--- src/rtl/id_ex_if.sv ---
`default_nettype none
// ============================================================================
//  Module   : id_ex_if
//  Brief    : Bundle of IF/ID inputs, write-back bypass and EX-stage outputs
//  Revision : 1.0 - initial release
// ============================================================================
interface id_ex_if #(
    parameter int DATA_W = 32,
    parameter int REG_AW = 5
);
    logic              stall;
    logic              flush;
    logic              in_valid;
    logic [31:0]       instr;
    logic [31:0]       pc_plus4;
    logic [DATA_W-1:0] ReadData1;
    logic [DATA_W-1:0] ReadData2;
    logic              wb_reg_write;
    logic [REG_AW-1:0] wb_write_reg;
    logic [DATA_W-1:0] wb_write_data;

    logic              ex_valid;
    logic [31:0]       ex_pc_plus4;
    logic [DATA_W-1:0] ex_rs_data;
    logic [DATA_W-1:0] ex_rt_data;
    logic [DATA_W-1:0] ex_imm;
    logic [REG_AW-1:0] ex_rs;
    logic [REG_AW-1:0] ex_rt;
    logic [REG_AW-1:0] ex_rd;
    logic              ex_RegDst;
    logic              ex_ALUSrc;
    logic              ex_MemtoReg;
    logic              ex_RegWrite;
    logic              ex_MemRead;
    logic              ex_MemWrite;
    logic              ex_Branch;
    logic [1:0]        ex_ALUOp;
    logic              illegal_op;

    // Upstream side (IF/ID, register file, hazard unit, write-back)
    modport master (
        output stall, flush, in_valid, instr, pc_plus4, ReadData1, ReadData2,
               wb_reg_write, wb_write_reg, wb_write_data,
        input  ex_valid, ex_pc_plus4, ex_rs_data, ex_rt_data, ex_imm,
               ex_rs, ex_rt, ex_rd, ex_RegDst, ex_ALUSrc, ex_MemtoReg,
               ex_RegWrite, ex_MemRead, ex_MemWrite, ex_Branch, ex_ALUOp,
               illegal_op
    );

    // Pipeline register side
    modport slave (
        input  stall, flush, in_valid, instr, pc_plus4, ReadData1, ReadData2,
               wb_reg_write, wb_write_reg, wb_write_data,
        output ex_valid, ex_pc_plus4, ex_rs_data, ex_rt_data, ex_imm,
               ex_rs, ex_rt, ex_rd, ex_RegDst, ex_ALUSrc, ex_MemtoReg,
               ex_RegWrite, ex_MemRead, ex_MemWrite, ex_Branch, ex_ALUOp,
               illegal_op
    );
endinterface
`default_nettype wire

--- src/rtl/id_ex_stage.sv ---
`default_nettype none
// ============================================================================
//  Module   : id_ex_stage
//  Brief    : MIPS ID/EX stage - main decode, WB bypass, sign-extend, EX regs
//  Revision : 1.0 - initial release
// ============================================================================
module id_ex_stage #(
    parameter int DATA_W = 32,
    parameter int REG_AW = 5
) (
    input  wire     clk,
    input  wire     rst,
    id_ex_if.slave  bus
);
    localparam logic [5:0] c_OP_RTYPE = 6'h00;
    localparam logic [5:0] c_OP_LW    = 6'h23;
    localparam logic [5:0] c_OP_SW    = 6'h2B;
    localparam logic [5:0] c_OP_BEQ   = 6'h04;
    localparam logic [5:0] c_OP_ADDI  = 6'h08;

    localparam logic [REG_AW-1:0] c_REG_ZERO = '0;

    // Control word order: RegDst ALUSrc MemtoReg RegWrite MemRead MemWrite Branch ALUOp[1:0]
    localparam int c_CTRL_W = 9;

    logic [5:0]          w_opcode;
    logic [REG_AW-1:0]   w_rs;
    logic [REG_AW-1:0]   w_rt;
    logic [REG_AW-1:0]   w_rd;
    logic                w_legal;
    logic [c_CTRL_W-1:0] w_ctrl;
    logic                w_byp_a;
    logic                w_byp_b;
    logic [DATA_W-1:0]   w_op_a;
    logic [DATA_W-1:0]   w_op_b;
    logic [DATA_W-1:0]   w_imm;

    logic                r_valid;
    logic [31:0]         r_pc_plus4;
    logic [DATA_W-1:0]   r_rs_data;
    logic [DATA_W-1:0]   r_rt_data;
    logic [DATA_W-1:0]   r_imm;
    logic [REG_AW-1:0]   r_rs;
    logic [REG_AW-1:0]   r_rt;
    logic [REG_AW-1:0]   r_rd;
    logic [c_CTRL_W-1:0] r_ctrl;
    logic                r_illegal_op;

    assign w_opcode = bus.instr[31:26];
    assign w_rs     = bus.instr[25:21];
    assign w_rt     = bus.instr[20:16];
    assign w_rd     = bus.instr[15:11];
    assign w_imm    = {{(DATA_W-16){bus.instr[15]}}, bus.instr[15:0]};

    always_comb begin
        w_legal = 1'b1;
        w_ctrl  = '0;
        case (w_opcode)
            c_OP_RTYPE: w_ctrl = 9'b1_0_0_1_0_0_0_10;
            c_OP_LW:    w_ctrl = 9'b0_1_1_1_1_0_0_00;
            c_OP_SW:    w_ctrl = 9'b0_1_0_0_0_1_0_00;
            c_OP_BEQ:   w_ctrl = 9'b0_0_0_0_0_0_1_01;
            c_OP_ADDI:  w_ctrl = 9'b0_1_0_1_0_0_0_00;
            default:    w_legal = 1'b0;
        endcase
    end

    // $0 is never forwarded so it keeps reading as zero from the file
    assign w_byp_a = bus.wb_reg_write && (bus.wb_write_reg != c_REG_ZERO) &&
                     (bus.wb_write_reg == w_rs);
    assign w_byp_b = bus.wb_reg_write && (bus.wb_write_reg != c_REG_ZERO) &&
                     (bus.wb_write_reg == w_rt);
    assign w_op_a  = w_byp_a ? bus.wb_write_data : bus.ReadData1;
    assign w_op_b  = w_byp_b ? bus.wb_write_data : bus.ReadData2;

    always_ff @(posedge clk or posedge rst) begin
        if (rst) begin
            r_valid      <= 1'b0;
            r_pc_plus4   <= '0;
            r_rs_data    <= '0;
            r_rt_data    <= '0;
            r_imm        <= '0;
            r_rs         <= '0;
            r_rt         <= '0;
            r_rd         <= '0;
            r_ctrl       <= '0;
            r_illegal_op <= 1'b0;
        end else if (bus.flush) begin
            // Bubble: kill valid and controls, data fields are don't-care
            r_valid    <= 1'b0;
            r_ctrl     <= '0;
            r_pc_plus4 <= bus.pc_plus4;
            r_rs_data  <= w_op_a;
            r_rt_data  <= w_op_b;
            r_imm      <= w_imm;
            r_rs       <= w_rs;
            r_rt       <= w_rt;
            r_rd       <= w_rd;
        end else if (!bus.stall) begin
            r_valid    <= bus.in_valid && w_legal;
            r_ctrl     <= bus.in_valid ? w_ctrl : '0;
            r_pc_plus4 <= bus.pc_plus4;
            r_rs_data  <= w_op_a;
            r_rt_data  <= w_op_b;
            r_imm      <= w_imm;
            r_rs       <= w_rs;
            r_rt       <= w_rt;
            r_rd       <= w_rd;
            if (bus.in_valid && !w_legal) begin
                r_illegal_op <= 1'b1;
            end
        end
    end

    assign bus.ex_valid    = r_valid;
    assign bus.ex_pc_plus4 = r_pc_plus4;
    assign bus.ex_rs_data  = r_rs_data;
    assign bus.ex_rt_data  = r_rt_data;
    assign bus.ex_imm      = r_imm;
    assign bus.ex_rs       = r_rs;
    assign bus.ex_rt       = r_rt;
    assign bus.ex_rd       = r_rd;
    assign bus.ex_RegDst   = r_ctrl[8];
    assign bus.ex_ALUSrc   = r_ctrl[7];
    assign bus.ex_MemtoReg = r_ctrl[6];
    assign bus.ex_RegWrite = r_ctrl[5];
    assign bus.ex_MemRead  = r_ctrl[4];
    assign bus.ex_MemWrite = r_ctrl[3];
    assign bus.ex_Branch   = r_ctrl[2];
    assign bus.ex_ALUOp    = r_ctrl[1:0];
    assign bus.illegal_op  = r_illegal_op;

endmodule
`default_nettype wire

--- src/flat_wrapper.sv ---
// flat-port wrapper written by rule: the top's interface ports become plain ports
module id_ex_stage_flat 
#(
    parameter int DATA_W = 32,
    parameter int REG_AW = 5
)
  (clk, rst, bus_stall, bus_flush, bus_in_valid, bus_instr, bus_pc_plus4, bus_ReadData1, bus_ReadData2, bus_wb_reg_write, bus_wb_write_reg, bus_wb_write_data, bus_ex_valid, bus_ex_pc_plus4, bus_ex_rs_data, bus_ex_rt_data, bus_ex_imm, bus_ex_rs, bus_ex_rt, bus_ex_rd, bus_ex_RegDst, bus_ex_ALUSrc, bus_ex_MemtoReg, bus_ex_RegWrite, bus_ex_MemRead, bus_ex_MemWrite, bus_ex_Branch, bus_ex_ALUOp, bus_illegal_op);
  id_ex_if #(.DATA_W(DATA_W), .REG_AW(REG_AW)) bus_i ();
  input  wire clk;
  input  wire rst;
  input wire logic [$bits(bus_i.stall)-1:0] bus_stall;
  input wire logic [$bits(bus_i.flush)-1:0] bus_flush;
  input wire logic [$bits(bus_i.in_valid)-1:0] bus_in_valid;
  input wire logic [$bits(bus_i.instr)-1:0] bus_instr;
  input wire logic [$bits(bus_i.pc_plus4)-1:0] bus_pc_plus4;
  input wire logic [$bits(bus_i.ReadData1)-1:0] bus_ReadData1;
  input wire logic [$bits(bus_i.ReadData2)-1:0] bus_ReadData2;
  input wire logic [$bits(bus_i.wb_reg_write)-1:0] bus_wb_reg_write;
  input wire logic [$bits(bus_i.wb_write_reg)-1:0] bus_wb_write_reg;
  input wire logic [$bits(bus_i.wb_write_data)-1:0] bus_wb_write_data;
  output wire logic [$bits(bus_i.ex_valid)-1:0] bus_ex_valid;
  output wire logic [$bits(bus_i.ex_pc_plus4)-1:0] bus_ex_pc_plus4;
  output wire logic [$bits(bus_i.ex_rs_data)-1:0] bus_ex_rs_data;
  output wire logic [$bits(bus_i.ex_rt_data)-1:0] bus_ex_rt_data;
  output wire logic [$bits(bus_i.ex_imm)-1:0] bus_ex_imm;
  output wire logic [$bits(bus_i.ex_rs)-1:0] bus_ex_rs;
  output wire logic [$bits(bus_i.ex_rt)-1:0] bus_ex_rt;
  output wire logic [$bits(bus_i.ex_rd)-1:0] bus_ex_rd;
  output wire logic [$bits(bus_i.ex_RegDst)-1:0] bus_ex_RegDst;
  output wire logic [$bits(bus_i.ex_ALUSrc)-1:0] bus_ex_ALUSrc;
  output wire logic [$bits(bus_i.ex_MemtoReg)-1:0] bus_ex_MemtoReg;
  output wire logic [$bits(bus_i.ex_RegWrite)-1:0] bus_ex_RegWrite;
  output wire logic [$bits(bus_i.ex_MemRead)-1:0] bus_ex_MemRead;
  output wire logic [$bits(bus_i.ex_MemWrite)-1:0] bus_ex_MemWrite;
  output wire logic [$bits(bus_i.ex_Branch)-1:0] bus_ex_Branch;
  output wire logic [$bits(bus_i.ex_ALUOp)-1:0] bus_ex_ALUOp;
  output wire logic [$bits(bus_i.illegal_op)-1:0] bus_illegal_op;
  assign bus_i.stall = bus_stall;
  assign bus_i.flush = bus_flush;
  assign bus_i.in_valid = bus_in_valid;
  assign bus_i.instr = bus_instr;
  assign bus_i.pc_plus4 = bus_pc_plus4;
  assign bus_i.ReadData1 = bus_ReadData1;
  assign bus_i.ReadData2 = bus_ReadData2;
  assign bus_i.wb_reg_write = bus_wb_reg_write;
  assign bus_i.wb_write_reg = bus_wb_write_reg;
  assign bus_i.wb_write_data = bus_wb_write_data;
  assign bus_ex_valid = bus_i.ex_valid;
  assign bus_ex_pc_plus4 = bus_i.ex_pc_plus4;
  assign bus_ex_rs_data = bus_i.ex_rs_data;
  assign bus_ex_rt_data = bus_i.ex_rt_data;
  assign bus_ex_imm = bus_i.ex_imm;
  assign bus_ex_rs = bus_i.ex_rs;
  assign bus_ex_rt = bus_i.ex_rt;
  assign bus_ex_rd = bus_i.ex_rd;
  assign bus_ex_RegDst = bus_i.ex_RegDst;
  assign bus_ex_ALUSrc = bus_i.ex_ALUSrc;
  assign bus_ex_MemtoReg = bus_i.ex_MemtoReg;
  assign bus_ex_RegWrite = bus_i.ex_RegWrite;
  assign bus_ex_MemRead = bus_i.ex_MemRead;
  assign bus_ex_MemWrite = bus_i.ex_MemWrite;
  assign bus_ex_Branch = bus_i.ex_Branch;
  assign bus_ex_ALUOp = bus_i.ex_ALUOp;
  assign bus_illegal_op = bus_i.illegal_op;
  id_ex_stage #(.DATA_W(DATA_W), .REG_AW(REG_AW)) u_core (.clk(clk), .rst(rst), .bus(bus_i));
endmodule
--- config.mk ---
export PLATFORM = sky130hd
export DESIGN_NAME = id_ex_stage_flat
export DESIGN_NICKNAME = d
export VERILOG_FILES = /design/src/rtl/id_ex_if.sv /design/src/rtl/id_ex_stage.sv /design/src/flat_wrapper.sv
export SDC_FILE = /design/constraint.sdc
export NUM_CORES = 1
export LEC_CHECK = 0
export ABC_AREA = 1
export BUFFER_PORTS_ARGS = -buffer_cell sky130_fd_sc_hd__buf_4
export CAP_MARGIN = 20
export CORE_AREA = 2 2 128 130
export DETAILED_ROUTE_END_ITERATION = 16
export DIE_AREA = 0 0 130 132
export PLACE_DENSITY_LB_ADDON = 0.2
export SYNTH_ARGS = -nofsm -noshare
export SYNTH_HDL_FRONTEND = slang
export SYNTH_SLANG_ARGS = --single-unit
--- constraint.sdc ---
create_clock -name clk -period 4.17 [get_ports clk]
set_clock_uncertainty 0.05 [all_clocks]
set_input_delay 0.6255 -clock clk [delete_from_list [all_inputs] [get_ports clk]]
set_output_delay 0.6255 -clock clk [all_outputs]
set_load 0.02 [all_outputs]
Word-level counts from Yosys, hierarchy flattened. Cells that the tools add are included.

Bits in latches: 0. Memories kept: 0. ROM bits: 0. Bits of input ports: 171. Output and inout port bits: 154. Flip-flop bits (word level): 154. RAM bits: 0.

Mux-type cells: 23. Add/subtract/negate cells: 0. Reductions and logical operators: 10. $lt $le $gt $ge: 0. Div/mod/pow operators: 0. $mul: 0. Bitwise logic cells: 2. Shifts and indexed selects: 0. Eq/ne operators: 7.

Operators with widths (count): two-way mux 32 bit (10); case mux 9 bit (5 select lines) (1); two-way mux 5 bit (6); two-way mux 9 bit (3); equality test 6 bit (second input constant) (2); equality test 5 bit (2); equality test 6 x 3 -> 1 bit (second input constant) (1); equality test 6 x 4 -> 1 bit (second input constant) (1); zero test 6 bit (1); logical AND 1 bit (5); nonzero test 5 bit (1); OR reduction 5 bit (1); two-way mux 1 bit (3); AND reduction 3 bit (1); != test 2 x 1 -> 1 bit (second input constant) (1); inverter 1 bit (2); zero test 1 bit (1).

Longest topological paths before layout. Gate-level depths: netlist of run 1.

Depth in word-level cells: 6. Depth in mapped cells: 10.

Least setup slack after synthesis of run 1. Ideal clock, no wire load.

Kind: register to output. From: reg u_core.bus.ex_imm[30] (netlist name). To: out bus_ex_imm[16]. Data required time: 3.494 ns. Arrival: 0.921 ns. Slack: 2.574 ns. Path buffers: 1. Stages on the path, launching flop included: 2. Cell sequence: dfrtp_1 buf_4.

RTL lines: to (decl) (RTL line flat_wrapper.sv:25) `output wire logic [$bits(bus_i.ex_imm)-1:0] bus_ex_imm;`.

Worst setup path in the final report of run 1.
From: in bus_wb_write_reg[2]. To: reg u_core.r_rt_data[20] (netlist: u_core.bus.ex_rt_data[20]).

Longest elaborated chain between the ends: 6. Elaborated cells on any way between the ends: 7. Those cells by class: 1 x eq/ne; 3 x mux; 3 x reduce/logical.

Ends and longest elaborated chain: from (decl) (RTL line flat_wrapper.sv:19) `input wire logic [$bits(bus_i.wb_write_reg)-1:0] bus_wb_write_reg;`; nonzero test 5 bit (RTL line id_ex_stage.sv:71) `assign w_byp_b = bus.wb_reg_write && (bus.wb_write_reg != c_REG_ZERO) &&`; logical AND 1 bit (RTL line id_ex_stage.sv:71); logical AND 1 bit * (RTL line id_ex_stage.sv:71); two-way mux 32 bit * (RTL line id_ex_stage.sv:74) `assign w_op_b = w_byp_b ? bus.wb_write_data : bus.ReadData2;`; two-way mux 32 bit (RTL line id_ex_stage.sv:99) `end else if (!bus.stall) begin`; two-way mux 32 bit * (RTL line id_ex_stage.sv:88) `end else if (bus.flush) begin`; to (signal assigned) (RTL line id_ex_stage.sv:94) `r_rt_data <= w_op_b;`; to (signal assigned) (RTL line id_ex_stage.sv:104) `r_rt_data <= w_op_b;`; to (decl) (RTL line id_ex_stage.sv:41) `logic [DATA_W-1:0] r_rt_data;`.

Every way passes the cells marked *; elsewhere a longest branch is shown, timed or not. The select of a mux whose other input is x is not followed. A chain may end at the register's enable or synchronous reset.

==> results of run 1 <==
==> power breakdown <==
part | internal (mW) | switching, mW
combinational | 0.330 | 0.446
sequential | 1.37 | 0.0650
clock | 0.988 | 0.577
==> stage by stage <==
step	utilization [%]	cell area, um^2	setup WS (ps)	hold WS (ps)
6_report	60.28	9472	1818	295.2
5_1_grt	60.28	9472	1511	347.6
4_1_cts	60.11	9444	1737	320.0
3_5_place_dp	56.15	8822	1336	415.1
3_3_place_gp	56.15	8822	1369	414.0
2_1_floorplan	-	6486	25.16	539.1
==> routing by layer <==
layer  vias to the layer above  track usage [%]
met1                      3052            30.67
met2                       237            42.32
met5                         -                0
li1                       3178                -
met4                         0            6.930
met3                        21            6.250
==> sequential cells by signal, summed over array words and instances (netlist names) <==
signal                  flops
u_core.bus.ex_pc_plus4     32
u_core.bus.ex_rs_data      32
u_core.bus.ex_rt_data      32
u_core.bus.ex_imm          12
u_core.r_ctrl               6
u_core.bus.ex_rs            5
u_core.bus.ex_rt            5
u_core.bus.ex_rd            4
u_core.bus.ex_valid         1
u_core.bus.illegal_op       1
==> cells by family after synthesis <==
group / count (synthesis) / synth area share [%]
and+or+nand+nor: 533 / 34.61
xor gates and xnor gates: 7 / 0.9452
DFF: 130 / 50.15
buffers and inverters: 184 / 13.29
AOI/OAI and AO/OA: 10 / 1.003
==> synthesized netlist by cell type (3+ instances only) <==
library cell  instances  area [um^2]
buf_2                29        145.1
buf_4                30        225.2
buf_6                 3        33.78
clkbuf_1              8        30.03
dfrtp_1             130         3253
inv_1               110        412.9
nand2_1             388         1456
nand3_1              99        495.5
nand4_1              32        200.2
nor2_1                4        15.01
nor2_2                3        18.77
nor3_1                3        15.01
o21ai_0               6        30.03
xor2_1                5        43.79
==> cells in the final DEF (no fill, tap or decap) <==
master / n
nand2_1: 388
buf_4: 331
dfrtp_1: 130
inv_1: 108
nand3_1: 99
nand4_1: 32
clkbuf_16: 17
o21ai_0: 6
xor2_1: 5
nor2_4: 5
clkinvlp_4: 5
nor2_1: 4
nor3_1: 3
clkbuf_8: 3
bufinv_16: 3
xnor2_1: 2
inv_2: 2
a32o_1: 2
inv_6: 2
clkinv_2: 2
nand3_2: 1
inv_4: 1
nand2_4: 1
o31ai_1: 1
o21bai_1: 1
clkinv_4: 1
buf_16: 1
==> cell type report <==
cell class	instances	area [um^2]
clock buffer	20	466.7
clock inverter	12	155.1
fill	1487	6241
inverter	112	427.9
multi-input combinational	550	2386
sequential	130	3253
tap	216	270.3
timing repair buffer	332	2512
==> how the worst max path moves through the flow <==
stage                                             to                start  slack, ps
2_1_floorplan       u_core.bus.ex_imm[0]$_DFFE_PP0P_                  rst         30
6_report       u_core.bus.ex_rt_data[20]$_DFFE_PP0P_  bus_wb_write_reg[2]       1820
5_1_grt        u_core.bus.ex_rt_data[31]$_DFFE_PP0P_  bus_wb_write_reg[1]       1510
3_5_place_dp    u_core.bus.ex_rt_data[0]$_DFFE_PP0P_  bus_wb_write_reg[2]       1340
3_3_place_gp   u_core.bus.ex_rt_data[10]$_DFFE_PP0P_  bus_wb_write_reg[2]       1370
4_1_cts        u_core.bus.ex_rt_data[20]$_DFFE_PP0P_  bus_wb_write_reg[2]       1740
==> results.md, run 1 <==
* First-pass GRT wire length at 33260 um
* Total track usage at 24.69%
* Worst skew pair latency at 420 ps
* Power Density at 398.2 nW/um^2
* DP HPWL at 14340 um
* Register bit total from synthesis at 130
* DR WL met3 at 1505 um
* Outcome: finished, final reports clean
* Core box area at 15710 um^2
* Number of synthesized flops with an enable pin at 0
* Met1 WL at 8393 um
* GRT overflow at 0
* Post-CTS Resized at 0
* R2R setup slack at 3160 ps
* Crit path max fanout at 33
* Worst path cell trace: buf_4 > nor2_1 > nand3_1 > nand2_1 > inv_2 > nand3_2 > nand2_1 > nand3_1 > nand2_1
* Fin crit share at 56.41%
* Critical Path Stages at 9
* Placer congestion estimate at 0.7620
* CTS tree: built
* Crit Path Category: in -> reg
* WL/cell at 15.14 um
* Max-Cap Viols at 0
* Clock Pin Slew Worst Setup and Hold Paths at 60 ps
* Die Ht at 132 um
* Pins over their slew limit at 0
* Num rows at 46
* Die W at 130 um
* Max Root-Sink Buffers at 2
* DRT antenna net count at 0
* Number of distinct library cells after synthesis at 23
* Initial antenna violation count at 0
* Crit Reg-Reg Endpoint: u_core.bus.ex_imm[30]$_DFFE_PP0P_
* CP peak stage delay at 760 ps
* DIE AREA at 17160 um^2
* Ys Warns at 0
* RSZ-0062 raised after global routing: false
* Vias post-DR at 6488
* Syn nets at 1035
* WL met2 at 10610 um
* Worst Path Buf+Inv at 2
* Hold Fails Final Rpt at 0
* Starting Density at 41.28%
* H-tree Lvls at 4
* Critical Path AT at 2660 ps
* # port buffers at 324
* Number of global-route vias before repair at 6307
* Predominant post-synthesis flop cell: dfrtp_1
* Post-route minimum period at 2352 ps
* Avg Vias per Cell at 4.729
* CTS root buf: clkbuf_16
* Inst Count DP at 1339
* Cell class contributing the biggest share of worst-path delay: simple AND/OR/NAND/NOR gates
* Worst path slowest cell: nand3_2
* Maximum vdd ir drop at 0.0002748 V
* Critical R2R Launch: u_core.bus.ex_imm[30]$_DFFE_PP0P_
* Fin cells at 1372
* Critical Path RT at 4480 ps
* Fmax at 0.4251 GHz
* Post CTS Setup Buffer Count at 0
* Ys async rst share at 100.0%
* Top cell by count, worst path: nand2_1
* Ant. Diodes at 0
* Setup TNS at 0 ps
* Area grow syn2layout at 46.03%
* Final setup vio count at 0
* First-iteration detailed-routing DRC count at 385
* Total routed wirelength at 20770 um
* Overall Power at 3.771 mW
* Largest net degree at the start of global routing at 109
* Crit start category: primary input
* CTS Hold Bufs at 0
* P_leak at 5.495 nW
* Fraction of layout cells with a size suffix above 1 at 32.44%
* Sink Count at 130
* DR DRC count at 0
* CTS buffer count at 17
* Post-synthesis sequential area ratio at 50.15%
* Layout net count at 1314
* Num ports at 325
* Mapped Cells at 864
* DR top layer: met4
* Relative slew slack at 40.42%
* Crit. End Element: flop
* Synthesized area per cell at 7.507 um^2
* 1st-pass router iterations at 5
* Worst r2r path cells at 2
* Actual slew at the worst max-slew pin at 891.6 ps
* Hold WC Path Type: in -> async
* Cell Area, Synth at 6486 um^2
Note: power is estimated with default switching activity, not from simulation.
==> run 2, diff against run 1 <==
clock period = 2.06 ns   (was 4.17 ns; I/O delays follow)
==> results.md, run 2 (synthesis gave the netlist of run 1 again) <==
* Sink Count at 130
* Post-CTS Resized at 0
* Crit Path Category: reg -> out
* Most frequent cells in the layout: nand2_1, buf_4, dfrtp_1
* Fin crit share at 83.70%
* Worst path cell trace: buf_4
* Crit path max fanout at 19
* First-iteration detailed-routing DRC count at 283
* Starting Density at 41.28%
* Max-Cap Viols at 0
* DRT antenna net count at 0
* Inst Count DP at 1348
* Final setup vio count at 0
* DR DRC count at 0
* DIE AREA at 17160 um^2
* Area grow syn2layout at 48.90%
* CTS root buf: clkbuf_16
* # port buffers at 324
* Worst setup path startpoint: u_core.bus.ex_imm[30]$_DFFE_PP0P_
* Cell class contributing the biggest share of worst-path delay: flip-flops
* Setup TNS at 0 ps
* Crit. End Element: primary output
* Critical Path AT at 1370 ps
* CTS buffer count at 17
* Avg Vias per Cell at 4.690
* 1st-pass router iterations at 4
* Placer congestion estimate at 0.7854
* CTS tree: built
* Hold WC Path Type: in -> reg
* WL/cell at 15.11 um
* DR top layer: met4
* Ant. Diodes at 0
* Worst path slowest cell: dfrtp_1
* Number of global-route vias before repair at 6545
* Layout net count at 1323
* Outcome: finished, final reports clean
* Met1 WL at 8480 um
* Total track usage at 24.74%
* Maximum vdd ir drop at 0.0005708 V
* Total routed wirelength at 20870 um
* Hold Path Origin: bus_pc_plus4[31]
* P_leak at 5.591 nW
* WL met2 at 10290 um
* First-pass GRT wire length at 33330 um
* DR WL met3 at 1574 um
* Critical R2R Launch: u_core.bus.ex_imm[30]$_DFFE_PP0P_
* GRT overflow at 0
* Num ports at 325
* Hold Fails Final Rpt at 0
* H-tree Lvls at 4
* Vias post-DR at 6477
* Fin util at 61.47%
* Relative slew slack at 45.14%
* Fin cells at 1381
* Num rows at 46
* CP peak stage delay at 690 ps
* Power Density at 829.7 nW/um^2
* Fmax at 0.5800 GHz
* Core box area at 15710 um^2
* Pins over their slew limit at 0
* Die W at 130 um
* Max Root-Sink Buffers at 2
* Worst Path Buf+Inv at 1
* Clock Pin Slew Worst Setup and Hold Paths at 60 ps
* Worst skew pair latency at 420 ps
* Overall Power at 8.013 mW
* Actual slew at the worst max-slew pin at 822.9 ps
* Post-route minimum period at 1724 ps
* Critical Path RT at 1700 ps
* Largest net degree at the start of global routing at 133
* Die Ht at 132 um
* RSZ-0062 raised after global routing: false
* Most common cell after layout, fill and taps aside: nand2_1
* Fraction of layout cells with a size suffix above 1 at 32.88%
* Initial antenna violation count at 0
* Crit start category: flop
* DP HPWL at 14520 um
## run 2: cell type report
class / count / area [um^2]
Tap cell: 216 / 270.3
Timing Repair Buffer: 341 / 2638
Multi-Input combinational cell: 550 / 2386
Fill cell: 1454 / 6055
Inverter: 112 / 426.7
Clock buffer: 19 / 452.9
Clock inverter: 13 / 231.5
Sequential cell: 130 / 3253
## run 2: power breakdown
group	leakage [nW]	switching, mW	internal (mW)
Sequential	1.56	0.126	2.76
Combinational	3.70	0.914	0.692
Clock	0.329	1.18	2.33
## run 2: routing by layer
metal | vias up | GRT usage, %
li1 | 3191 | -
met1 | 3010 | 29.95
met2 | 241 | 41.59
met3 | 35 | 7.346
met4 | 0 | 8.841
met5 | - | 0
## run 2: worst paths after layout
| check | end | slack [ps] | cells after the start |
|---|---|---|---|
| worst max-delay path | bus_ex_imm[27] | 340 | 1 |
| worst min-delay path | u_core.bus.ex_pc_plus4[31]$_DFFE_PP0P_ | 20 | 3 |
| worst max register to register | u_core.bus.ex_imm[30]$_DFFE_PP0P_ | 1060 | 2 |
| worst min register to register | u_core.bus.ex_pc_plus4[9]$_DFFE_PP0P_ | 430 | 2 |
| max in group asynchronous | u_core.bus.ex_valid$_DFFE_PP0P_ | 860 | 4 |
| min in group asynchronous | u_core.bus.ex_imm[30]$_DFFE_PP0P_ | 440 | 3 |
## run 2: per-stage QoR
| step | cell area [um^2] | worst slack, ps | hold WS [ps] |
|---|---|---|---|
| final | 9658 | 335.9 | 24.19 |
| after global routing | 9658 | 235.3 | 24.14 |
| after CTS | 9658 | 308.7 | 16.70 |
| after detailed placement | 8964 | 349.3 | 334.8 |
| after global placement | 8964 | 363.6 | 338.0 |
| after floorplan | 6490 | 91.78 | 368.6 |
## run 2: repair_timing
| item | in CTS | in global routing |
|---|---|---|
| hold buffers | 1 | 0 |
| endpoints found under the hold margin | 20 | 0 |
| endpoints found under the setup margin | 0 | 0 |
| setup buffers | 0 | 0 |
==> run 3, diff against run 2 <==
clock period = 1.52 ns   (was 2.06 ns; I/O delays follow)
==> results.md, run 3 (synthesis gave the netlist of run 1 again) <==
* Combinational group share of total power at 23.0%
* Ant. Diodes at 0
* WL met2 at 11790 um
* Hold WC Path Type: in -> reg
* Relative slew slack at 74.48%
* Core box area at 15710 um^2
* Total routed wirelength at 23410 um
* First-iteration detailed-routing DRC count at 574
* Worst path cell trace: buf_4
* Area grow syn2layout at 60.01%
* Max-Cap Viols at 0
* Outcome: finished, final reports clean
* Hold Fails Final Rpt at 0
* DR top layer: met4
* Avg Vias per Cell at 4.763
* First-pass GRT wire length at 35390 um
* Max Root-Sink Buffers at 2
* Pins over their slew limit at 0
* Worst Path Buf+Inv at 1
* Final Cell Area at 10380 um^2
* CTS buffer count at 17
* Layout net count at 1389
* Setup TNS at 0 ps
* CP peak stage delay at 570 ps
* Num ports at 325
* Clock Pin Slew Worst Setup and Hold Paths at 60 ps
* Pre-CTS WS at -74.81 ps
* CTS tree: built
* Worst hold slack at 49.58 ps
* DR DRC count at 0
* # port buffers at 324
* Actual slew at the worst max-slew pin at 379.9 ps
* Critical Path RT at 1240 ps
* CTS root buf: clkbuf_16
* Fraction of layout cells with a size suffix above 1 at 31.84%
* Number of global-route vias before repair at 6822
* Num rows at 46
* Cell class contributing the biggest share of worst-path delay: flip-flops
* H-tree Lvls at 4
* Crit start category: flop
* 1st-pass router iterations at 4
* Crit. End Element: primary output
* DR WL met3 at 1663 um
* Met1 WL at 9348 um
* Final setup vio count at 0
* Sink Count at 130
* Largest net degree at the start of global routing at 79
* Most frequent cells in the layout: nand2_1, buf_4, dfrtp_1
* Overall Power at 10.49 mW
* Critical Path AT at 1180 ps
* Post-route minimum period at 1462 ps
* Initial antenna violation count at 0
* Power Density at 1011 nW/um^2
* Fmax at 0.6839 GHz
* GRT overflow at 0
* Die Ht at 132 um
* Filler instances at 1384
* Crit path max fanout at 19
* Most common cell after layout, fill and taps aside: nand2_1
* Inst Count DP at 1352
* P_leak at 5.911 nW
* Die W at 130 um
* Placer congestion estimate at 0.7867
* Setup WS post-layout at 57.86 ps
* Crit Path Category: reg -> out
* Worst path slowest cell: dfrtp_4
* Fin crit share at 96.19%
* RSZ-0062 raised after global routing: false
* Internal power at 7.456 mW
* Total track usage at 26.51%
* WL/cell at 16.18 um
* DP HPWL at 14860 um
* Starting Density at 41.28%
* Fin cells at 1447
* Psw at 3.038 mW
* Vias post-DR at 6892
* Clock Power Share at 39.5%
* Reg power frac at 37.5%
* Maximum vdd ir drop at 0.0008142 V
* Post-DP Area at 9069 um^2
* Switching share of power at 28.95%
* Fin util at 66.05%
* DRT antenna net count at 0
* DIE AREA at 17160 um^2
* Worst skew pair latency at 420 ps
[run 3: changes by cell type in the layout (fill, tap and decap cells not counted), sizes merged]
cell	before	now
dlygate4sd3	1	54
buf	340	347
clkbuf	19	26
bufinv	6	3
dlymetal6s4s	0	2
[run 3: area by class of cell]
type                       instances  area (um^2)  area share [%]
clock inverter                    10        133.9           1.290
multi-input combinational        550         2401           23.13
timing repair buffer             407         3436           33.10
sequential                       130         3257           31.38
tap                              216        270.3           2.604
clock buffer                      22        454.2           4.376
inverter                         112        426.7           4.111
[run 3: routing by layer]
layer | GRT usage, % | vias to the layer above
met5 | 0 | -
met4 | 9.916 | 0
met3 | 6.818 | 45
met2 | 45.03 | 269
met1 | 32.17 | 3239
li1 | - | 3339
[run 3: power by group through the flow]
stage               clock network (mW)  logic [mW]  registers (mW)
global placement                     0        2.20            3.97
finish                            4.15        2.41            3.93
floorplan                            0       0.767            4.32
detailed placement                   0        2.22            3.97
CTS                               4.19        2.34            3.93
global route                      4.34        2.61            3.96
[run 3: repair_timing]
item | 4_1_cts | 5_1_grt
gates cloned | 0 | 6
hold endpoints to repair | 62 | 0
gates resized for setup | 1 | 7
setup buffers | 0 | 2
pin swaps | 0 | 13
hold buffers | 56 | 0
endpoints found under the setup margin | 18 | 50
[run 3: final timing paths]
kind | startpoint | end | slack (ps) | cells past startpoint
min in group asynchronous | rst | u_core.bus.ex_imm[30]$_DFFE_PP0P_ | 260 | 3
setup reg to reg | u_core.bus.ex_imm[30]$_DFFE_PP0P_ | u_core.bus.ex_imm[30]$_DFFE_PP0P_ | 650 | 2
hold reg to reg | u_core.bus.illegal_op$_DFFE_PP0P_ | u_core.bus.illegal_op$_DFFE_PP0P_ | 430 | 1
max in group asynchronous | rst | u_core.bus.ex_rs_data[1]$_DFFE_PP0P_ | 540 | 4
setup / recovery | u_core.bus.ex_imm[30]$_DFFE_PP0P_ | bus_ex_imm[29] | 60 | 1
hold / removal | bus_ReadData2[10] | u_core.bus.ex_rt_data[10]$_DFFE_PP0P_ | 50 | 5
